==> src/rtl/life_stepper_pkg.sv <==
`default_nettype none
// ============================================================================
// Module   : life_stepper_pkg
// Purpose  : Board geometry, address helpers and stepper state type.
// Revision : 1.0
// ============================================================================
package life_stepper_pkg;

    localparam int BOARD_SIZE        = 32;
    localparam int LOG_BOARD_SIZE    = 5;
    localparam int WORD_SIZE         = 8;
    localparam int LOG_WORD_SIZE     = 3;
    localparam int LOG_WORDS_PER_ROW = LOG_BOARD_SIZE - LOG_WORD_SIZE;
    localparam int WORDS_PER_ROW     = 1 << LOG_WORDS_PER_ROW;
    localparam int BANK_WORDS        = BOARD_SIZE * WORDS_PER_ROW;
    localparam int LOG_MAX_ADDR      = 1 + LOG_BOARD_SIZE + LOG_WORDS_PER_ROW;
    // Window columns per row: one wrap column either side of the row.
    localparam int COLS_PER_ROW      = WORDS_PER_ROW + 2;

    typedef logic [LOG_BOARD_SIZE-1:0]    pos_t;
    typedef logic [LOG_WORDS_PER_ROW-1:0] word_idx_t;
    typedef logic [LOG_MAX_ADDR-1:0]      addr_t;
    typedef logic [WORD_SIZE-1:0]         word_t;

    typedef enum logic [1:0] {
        IDLE  = 2'd0,
        FETCH = 2'd1,
        DONE  = 2'd2
    } stepper_state_t;

    // bank*BANK_WORDS + row*WORDS_PER_ROW + word with power-of-2 geometry.
    function automatic addr_t board_addr(input logic bank, input pos_t row, input word_idx_t word);
        return {bank, row, word};
    endfunction

endpackage
`default_nettype wire

==> src/rtl/life_stepper_if.sv <==
`default_nettype none
// ============================================================================
// Module   : life_stepper_if
// Purpose  : Stepper control, board RAM ports and renderer status bundle.
// Revision : 1.0
// ============================================================================
interface life_stepper_if;
    import life_stepper_pkg::*;

    logic  start_in;
    logic  step_en_in;
    word_t data_r_in;
    addr_t addr_r_out;
    addr_t addr_w_out;
    word_t data_w_out;
    logic  we_out;
    logic  bank_out;
    logic  busy_out;
    logic  done_out;

    modport master (
        input  start_in, step_en_in, data_r_in,
        output addr_r_out, addr_w_out, data_w_out, we_out, bank_out, busy_out, done_out
    );

    modport slave (
        output start_in, step_en_in, data_r_in,
        input  addr_r_out, addr_w_out, data_w_out, we_out, bank_out, busy_out, done_out
    );

endinterface
`default_nettype wire

==> src/rtl/life_word_rule.sv <==
`default_nettype none
// ============================================================================
// Module   : life_word_rule
// Purpose  : B3/S23 next state for the centre word of a 3x3 word window.
// Revision : 1.0
// ============================================================================
module life_word_rule
    import life_stepper_pkg::*;
(
    input  wire [3*WORD_SIZE-1:0] i_up_row,
    input  wire [3*WORD_SIZE-1:0] i_mid_row,
    input  wire [3*WORD_SIZE-1:0] i_dn_row,
    output logic [WORD_SIZE-1:0]  o_next_word
);

    // Rows are {left, centre, right}; MSB is the leftmost cell, so the left
    // neighbour of a bit sits one position higher.
    for (genvar j = 0; j < WORD_SIZE; j++) begin : g_bit
        localparam int c_P = WORD_SIZE + j;
        logic [3:0] w_count;

        assign w_count = 4'(i_up_row[c_P+1])  + 4'(i_up_row[c_P])  + 4'(i_up_row[c_P-1])
                       + 4'(i_mid_row[c_P+1])                      + 4'(i_mid_row[c_P-1])
                       + 4'(i_dn_row[c_P+1])  + 4'(i_dn_row[c_P])  + 4'(i_dn_row[c_P-1]);

        assign o_next_word[j] = (w_count == 4'd3) | (i_mid_row[c_P] & (w_count == 4'd2));
    end

    wire w_unused = ^{i_up_row[3*WORD_SIZE-1:2*WORD_SIZE+1],  i_up_row[WORD_SIZE-2:0],
                      i_mid_row[3*WORD_SIZE-1:2*WORD_SIZE+1], i_mid_row[WORD_SIZE-2:0],
                      i_dn_row[3*WORD_SIZE-1:2*WORD_SIZE+1],  i_dn_row[WORD_SIZE-2:0]};

endmodule
`default_nettype wire

==> src/rtl/life_stepper.sv <==
`default_nettype none
// ============================================================================
// Module   : life_stepper
// Purpose  : One toroidal B3/S23 generation per accepted step, read from the
//            current bank and written to the other one.
// Revision : 1.0
// ============================================================================
module life_stepper
    import life_stepper_pkg::*;
#(
    parameter int READ_LATENCY = 2
) (
    input  wire            clk_130mhz,
    input  wire            rst_in,
    life_stepper_if.master bus
);

    localparam int         c_COL_W    = $clog2(COLS_PER_ROW);
    localparam int         c_LAT_W    = (READ_LATENCY < 1) ? 1 : $clog2(READ_LATENCY + 1);
    localparam logic [1:0] c_LAST_SUB = 2'd2;

    stepper_state_t             r_state;
    pos_t                       r_row;
    logic [c_COL_W-1:0]         r_col;
    logic [1:0]                 r_sub;
    logic [c_LAT_W-1:0]         r_lat;
    logic                       r_fetch_done;
    logic                       r_pend;
    addr_t                      r_pend_addr;
    word_t                      r_cap_up;
    word_t                      r_cap_mid;
    logic [2:0][WORD_SIZE-1:0]  r_left;
    logic [2:0][WORD_SIZE-1:0]  r_centre;
    logic [2:0][WORD_SIZE-1:0]  r_right;

    logic               w_capture;
    logic               w_col_end;
    logic               w_row_end;
    logic               w_last;
    logic [1:0]         w_next_sub;
    logic [c_COL_W-1:0] w_next_col;
    pos_t               w_next_row;
    word_t              w_next_word;

    // Window column index col holds board column col-1 (wrapping), row offset sub-1.
    function automatic addr_t read_addr(input logic bank, input pos_t row,
                                        input logic [1:0] sub, input logic [c_COL_W-1:0] col);
        pos_t      src_row;
        word_idx_t src_word;
        src_row  = row + pos_t'(sub) - pos_t'(1);
        src_word = word_idx_t'(col - c_COL_W'(1));
        return board_addr(bank, src_row, src_word);
    endfunction

    life_word_rule u_rule (
        .i_up_row    ({r_left[0], r_centre[0], r_right[0]}),
        .i_mid_row   ({r_left[1], r_centre[1], r_right[1]}),
        .i_dn_row    ({r_left[2], r_centre[2], r_right[2]}),
        .o_next_word (w_next_word)
    );

    assign w_capture = (r_state == FETCH) && !r_fetch_done && (r_lat == c_LAT_W'(READ_LATENCY));
    assign w_col_end = (r_sub == c_LAST_SUB);
    assign w_row_end = w_col_end && (r_col == c_COL_W'(COLS_PER_ROW - 1));
    assign w_last    = w_row_end && (r_row == pos_t'(BOARD_SIZE - 1));

    always_comb begin
        w_next_sub = w_col_end ? 2'd0 : r_sub + 2'd1;
        w_next_col = r_col;
        w_next_row = r_row;
        if (w_row_end) begin
            w_next_col = '0;
            w_next_row = r_row + pos_t'(1);
        end else if (w_col_end) begin
            w_next_col = r_col + c_COL_W'(1);
        end
    end

    always_ff @(posedge clk_130mhz) begin
        if (rst_in) begin
            r_state         <= IDLE;
            r_row           <= '0;
            r_col           <= '0;
            r_sub           <= '0;
            r_lat           <= '0;
            r_fetch_done    <= 1'b0;
            r_pend          <= 1'b0;
            r_pend_addr     <= '0;
            r_cap_up        <= '0;
            r_cap_mid       <= '0;
            r_left          <= '0;
            r_centre        <= '0;
            r_right         <= '0;
            bus.addr_r_out  <= '0;
            bus.addr_w_out  <= '0;
            bus.data_w_out  <= '0;
            bus.we_out      <= 1'b0;
            bus.bank_out    <= 1'b0;
            bus.busy_out    <= 1'b0;
            bus.done_out    <= 1'b0;
        end else begin
            // Writes trail the window shift by one cycle and overlap the next read.
            bus.we_out   <= r_pend;
            bus.done_out <= 1'b0;
            r_pend       <= 1'b0;
            if (r_pend) begin
                bus.addr_w_out <= r_pend_addr;
                bus.data_w_out <= w_next_word;
            end

            case (r_state)
                IDLE: begin
                    if (bus.start_in && bus.step_en_in) begin
                        r_state        <= FETCH;
                        bus.busy_out   <= 1'b1;
                        r_row          <= '0;
                        r_col          <= '0;
                        r_sub          <= '0;
                        r_lat          <= '0;
                        r_fetch_done   <= 1'b0;
                        bus.addr_r_out <= read_addr(bus.bank_out, '0, 2'd0, '0);
                    end
                end

                FETCH: begin
                    if (r_fetch_done) begin
                        r_state <= DONE;
                    end else if (w_capture) begin
                        r_lat <= '0;
                        case (r_sub)
                            2'd0:    r_cap_up  <= bus.data_r_in;
                            2'd1:    r_cap_mid <= bus.data_r_in;
                            default: begin
                                r_left   <= r_centre;
                                r_centre <= r_right;
                                r_right  <= {bus.data_r_in, r_cap_mid, r_cap_up};
                                // Window now spans board columns col-3..col-1.
                                if (r_col >= c_COL_W'(2)) begin
                                    r_pend      <= 1'b1;
                                    r_pend_addr <= board_addr(~bus.bank_out, r_row,
                                                              word_idx_t'(r_col - c_COL_W'(2)));
                                end
                            end
                        endcase
                        r_sub <= w_next_sub;
                        r_col <= w_next_col;
                        r_row <= w_next_row;
                        if (w_last) begin
                            r_fetch_done <= 1'b1;
                        end else begin
                            bus.addr_r_out <= read_addr(bus.bank_out, w_next_row, w_next_sub, w_next_col);
                        end
                    end else begin
                        r_lat <= r_lat + c_LAT_W'(1);
                    end
                end

                DONE: begin
                    bus.bank_out <= ~bus.bank_out;
                    bus.done_out <= 1'b1;
                    bus.busy_out <= 1'b0;
                    r_state      <= IDLE;
                end

                default: r_state <= IDLE;
            endcase
        end
    end

endmodule
`default_nettype wire

==> src/flat_wrapper.sv <==
// flat-port wrapper written by rule: the top's interface ports become plain ports
module life_stepper_flat import life_stepper_pkg::*;
#(
    parameter int READ_LATENCY = 2
)
  (clk_130mhz, rst_in, bus_start_in, bus_step_en_in, bus_data_r_in, bus_addr_r_out, bus_addr_w_out, bus_data_w_out, bus_we_out, bus_bank_out, bus_busy_out, bus_done_out);
  life_stepper_if bus_i ();
  input  wire clk_130mhz;
  input  wire rst_in;
  input wire logic [$bits(bus_i.start_in)-1:0] bus_start_in;
  input wire logic [$bits(bus_i.step_en_in)-1:0] bus_step_en_in;
  input wire logic [$bits(bus_i.data_r_in)-1:0] bus_data_r_in;
  output wire logic [$bits(bus_i.addr_r_out)-1:0] bus_addr_r_out;
  output wire logic [$bits(bus_i.addr_w_out)-1:0] bus_addr_w_out;
  output wire logic [$bits(bus_i.data_w_out)-1:0] bus_data_w_out;
  output wire logic [$bits(bus_i.we_out)-1:0] bus_we_out;
  output wire logic [$bits(bus_i.bank_out)-1:0] bus_bank_out;
  output wire logic [$bits(bus_i.busy_out)-1:0] bus_busy_out;
  output wire logic [$bits(bus_i.done_out)-1:0] bus_done_out;
  assign bus_i.start_in = bus_start_in;
  assign bus_i.step_en_in = bus_step_en_in;
  assign bus_i.data_r_in = bus_data_r_in;
  assign bus_addr_r_out = bus_i.addr_r_out;
  assign bus_addr_w_out = bus_i.addr_w_out;
  assign bus_data_w_out = bus_i.data_w_out;
  assign bus_we_out = bus_i.we_out;
  assign bus_bank_out = bus_i.bank_out;
  assign bus_busy_out = bus_i.busy_out;
  assign bus_done_out = bus_i.done_out;
  life_stepper #(.READ_LATENCY(READ_LATENCY)) u_core (.clk_130mhz(clk_130mhz), .rst_in(rst_in), .bus(bus_i));
endmodule
==> config.mk <==
export PLATFORM = sky130hd
export DESIGN_NAME = life_stepper_flat
export DESIGN_NICKNAME = d
export VERILOG_FILES = /design/src/rtl/life_stepper_pkg.sv /design/src/rtl/life_stepper_if.sv /design/src/rtl/life_word_rule.sv /design/src/rtl/life_stepper.sv /design/src/flat_wrapper.sv
export SDC_FILE = /design/constraint.sdc
export NUM_CORES = 1
export LEC_CHECK = 0
export CAP_MARGIN = 10
export CORE_UTILIZATION = 25
export CTS_BUF_LIST = sky130_fd_sc_hd__clkbuf_2
export CTS_CLUSTER_SIZE = 14
export DETAILED_ROUTE_END_ITERATION = 12
export GPL_TIMING_DRIVEN = 0
export PLACE_DENSITY_LB_ADDON = 0.05
export SKIP_LAST_GASP = 1
export SLEW_MARGIN = 10
export SYNTH_ARGS = -nofsm -noshare
export SYNTH_HDL_FRONTEND = slang
export SYNTH_HIERARCHICAL = 1
export SYNTH_SLANG_ARGS = --single-unit
==> constraint.sdc <==
create_clock -name clk_130mhz -period 7 [get_ports clk_130mhz]
set_clock_uncertainty 0.2 [all_clocks]
set_input_delay 1.75 -clock clk_130mhz [delete_from_list [all_inputs] [get_ports clk_130mhz]]
set_output_delay 1.75 -clock clk_130mhz [all_outputs]
set_load 0.01 [all_outputs]
==> summary.md <==
| Metric | Value |
|---|---|
| Logic pwr share | 0.047 |
| Setup TNS | 0 ps |
| Switching power | 334 uW |
| Peak VDD IR | 91.2 uV |
| Port buffer count | 38 |
| CTS Hold Bufs | 0 |
| DR pass1 iterations | 4 |
| Area delta synth->final | 18.2% |
| Vert. Die Dim | 157 um |
| Die Wd | 157 um |
| Die Area | 0.0247 mm^2 |
| Vias in the first global route | 4633 |
| CP max FO | 4 |
| Routed WL | 15200 um |
| Max Clock Freq | 268 MHz |
| CTS tree | done |
| Tcrit/Tclk final | 0.534 |
| Critical path, cell by cell | clkdlybuf4s50_1 |
| Setup crit end kind | output pin |
| ANT nets after route | 0 |
| Dpl hpwl | 11900 um |
| Max Cap Viol | 0 |
| Layout cells sized above 1 | 0.0807 |
| Most frequent cells in the layout | nand2_1, dfxtp_1, a21oi_1, inv_1, nor2_1 |
| Final hold vios | 0 |
| Initial antenna violation count | 1 |
| Cell Count, Final, Fillers Out | 1088 |
| Gp weighted congestion | 0.734 |
| Cell Area, Synth | 0.00602 mm^2 |
| Global route overflow | 0 |
| Critical path's largest stage delay | 610 ps |
| Cts bufs inserted | 17 |
| Dpl cells | 1055 |
| Max Buffers Root-to-Sink | 2 |
| Reg clk slew, reported paths | 180 ps |
| Starting Density | 0.256 |
| CP Data Arrival Time | 1790 ps |
| Crit start category | flop |
| Nets | 832 |
| Fin crit period | 3740 ps |
| CTS root buf | clkbuf_2 |
| Row count | 56 |
| Commonest non-fill, non-tap cell in the layout | nand2_1 |
| Flop pwr share | 0.523 |
| Setup-failing EPs final | 0 |
| Vias | 4605 |
| Max Slew Vio Count | 0 |
| First-pass GRT wire length | 24900 um |
| Resized Gates After CTS | 0 |
| Clock sinks | 119 |
| Syn avg cell area | 8.63 um^2 |
| Clock power frac | 0.430 |
| Crit path kind | reg -> out |
| Headroom to the max-slew limit | 0.389 |
| Cells after Synth | 698 |
| Initial drt markers | 233 |
| Setup Fix Bufs, Post-CTS | 0 |
| DR WL/cell | 14.0 um |
| Slowest CP cell | clkdlybuf4s50_1 |
| Worst Path Required | 5050 ps |
| WP buf/inv | 1 |
| Core ar. | 0.0235 mm^2 |
| Switch share | 0.253 |
| I/O pin total | 40 |
| Power density over the cells | 185 mW/mm^2 |
| HP Class | reg -> reg |
| Largest net degree at the start of global routing | 17 |
| Syn_nets | 775 |
| Top Family by Delay on Critical Path | buffers and inverters |
| GRT Util Overall | 0.135 |
| Leak | 0.00278 uW |
| Synth warn | 6 |
| Via density per instance | 4.23 |
| DRC violations left | 0 |
| H-tree Lvls | 4 |
| Internal | 985 uW |
| Skew-Pair Late Insertion Delay | 690 ps |
| Slew of the pin with the lowest slew margin | 917 ps |
| Outcome | finished, final reports clean |
| RSZ-0062 raised after global routing | false |
state kept, by name (all words and copies together), names as in the netlist:
register               count
u_core/r_left              3
u_core/r_pend              1
u_core/r_fetch_done        1
u_core/r_cap_mid           8
u_core/r_row               5
u_core/r_sub               2
u_core/r_centre           24
u_core/bus.busy_out        1
u_core/r_right            24
u_core/r_state             2
u_core/bus.we_out          1
u_core/bus.done_out        1
u_core/bus.data_w_out      8
u_core/r_cap_up            8
u_core/bus.addr_r_out      8
u_core/bus.addr_w_out      8
u_core/bus.bank_out        1
u_core/r_col               3
u_core/r_lat               2
u_core/r_pend_addr         8
area by class of cell:
class | instances | area (um^2)
fillers | 2595 | 16400
multi-input cells | 473 | 3210
flip-flops and latches | 119 | 2380
well taps | 319 | 399
repair buffers | 38 | 380
inverters | 67 | 251
clock inverters | 14 | 223
plain buffers | 39 | 179
clock buffers | 18 | 90.1
diodes | 1 | 2.50
power groups by stage:
stage | Clock (uW) | Sequential, uW | Combinational, uW
2_1_floorplan | 0 | 705 | 29.7
3_3_place_gp | 0 | 703 | 63.2
3_5_place_dp | 0 | 703 | 63.7
4_1_cts | 593 | 690 | 64.0
5_1_grt | 621 | 692 | 69.2
6_report | 567 | 690 | 62.5
per-layer routing:
metal  vias up  global-route usage  wire [um]
met5         -                   0          0
met4         0              0.0485        170
met1      2151               0.189       7990
met3        10              0.0262        426
li1       2380                   -          -
met2        64               0.205       6650
worst paths after layout:
check        slack, ps           startpoint                  endpoint  depth (start not counted)
max               3260  u_core/bus.bank_out              bus_bank_out                          1
min                270    u_core/r_right[6]         u_core/r_right[6]                          2
max reg2reg       3430   u_core/r_centre[5]  u_core/bus.data_w_out[5]                         11
min reg2reg        270    u_core/r_right[6]         u_core/r_right[6]                          2
per-stage QoR:
stage | util | total power, uW | instance area, um^2 | worst slack, ps | hold WS (ps)
floorplan | - | 735 | 6020 | 3680 | 232
global placement | 0.289 | 766 | 6800 | 3030 | 247
detailed placement | 0.289 | 767 | 6800 | 3010 | 250
CTS | 0.302 | 1350 | 7110 | 3140 | 272
global route | 0.302 | 1380 | 7120 | 3110 | 289
finish | 0.302 | 1320 | 7120 | 3260 | 270
(Power assumes the default switching activity.)
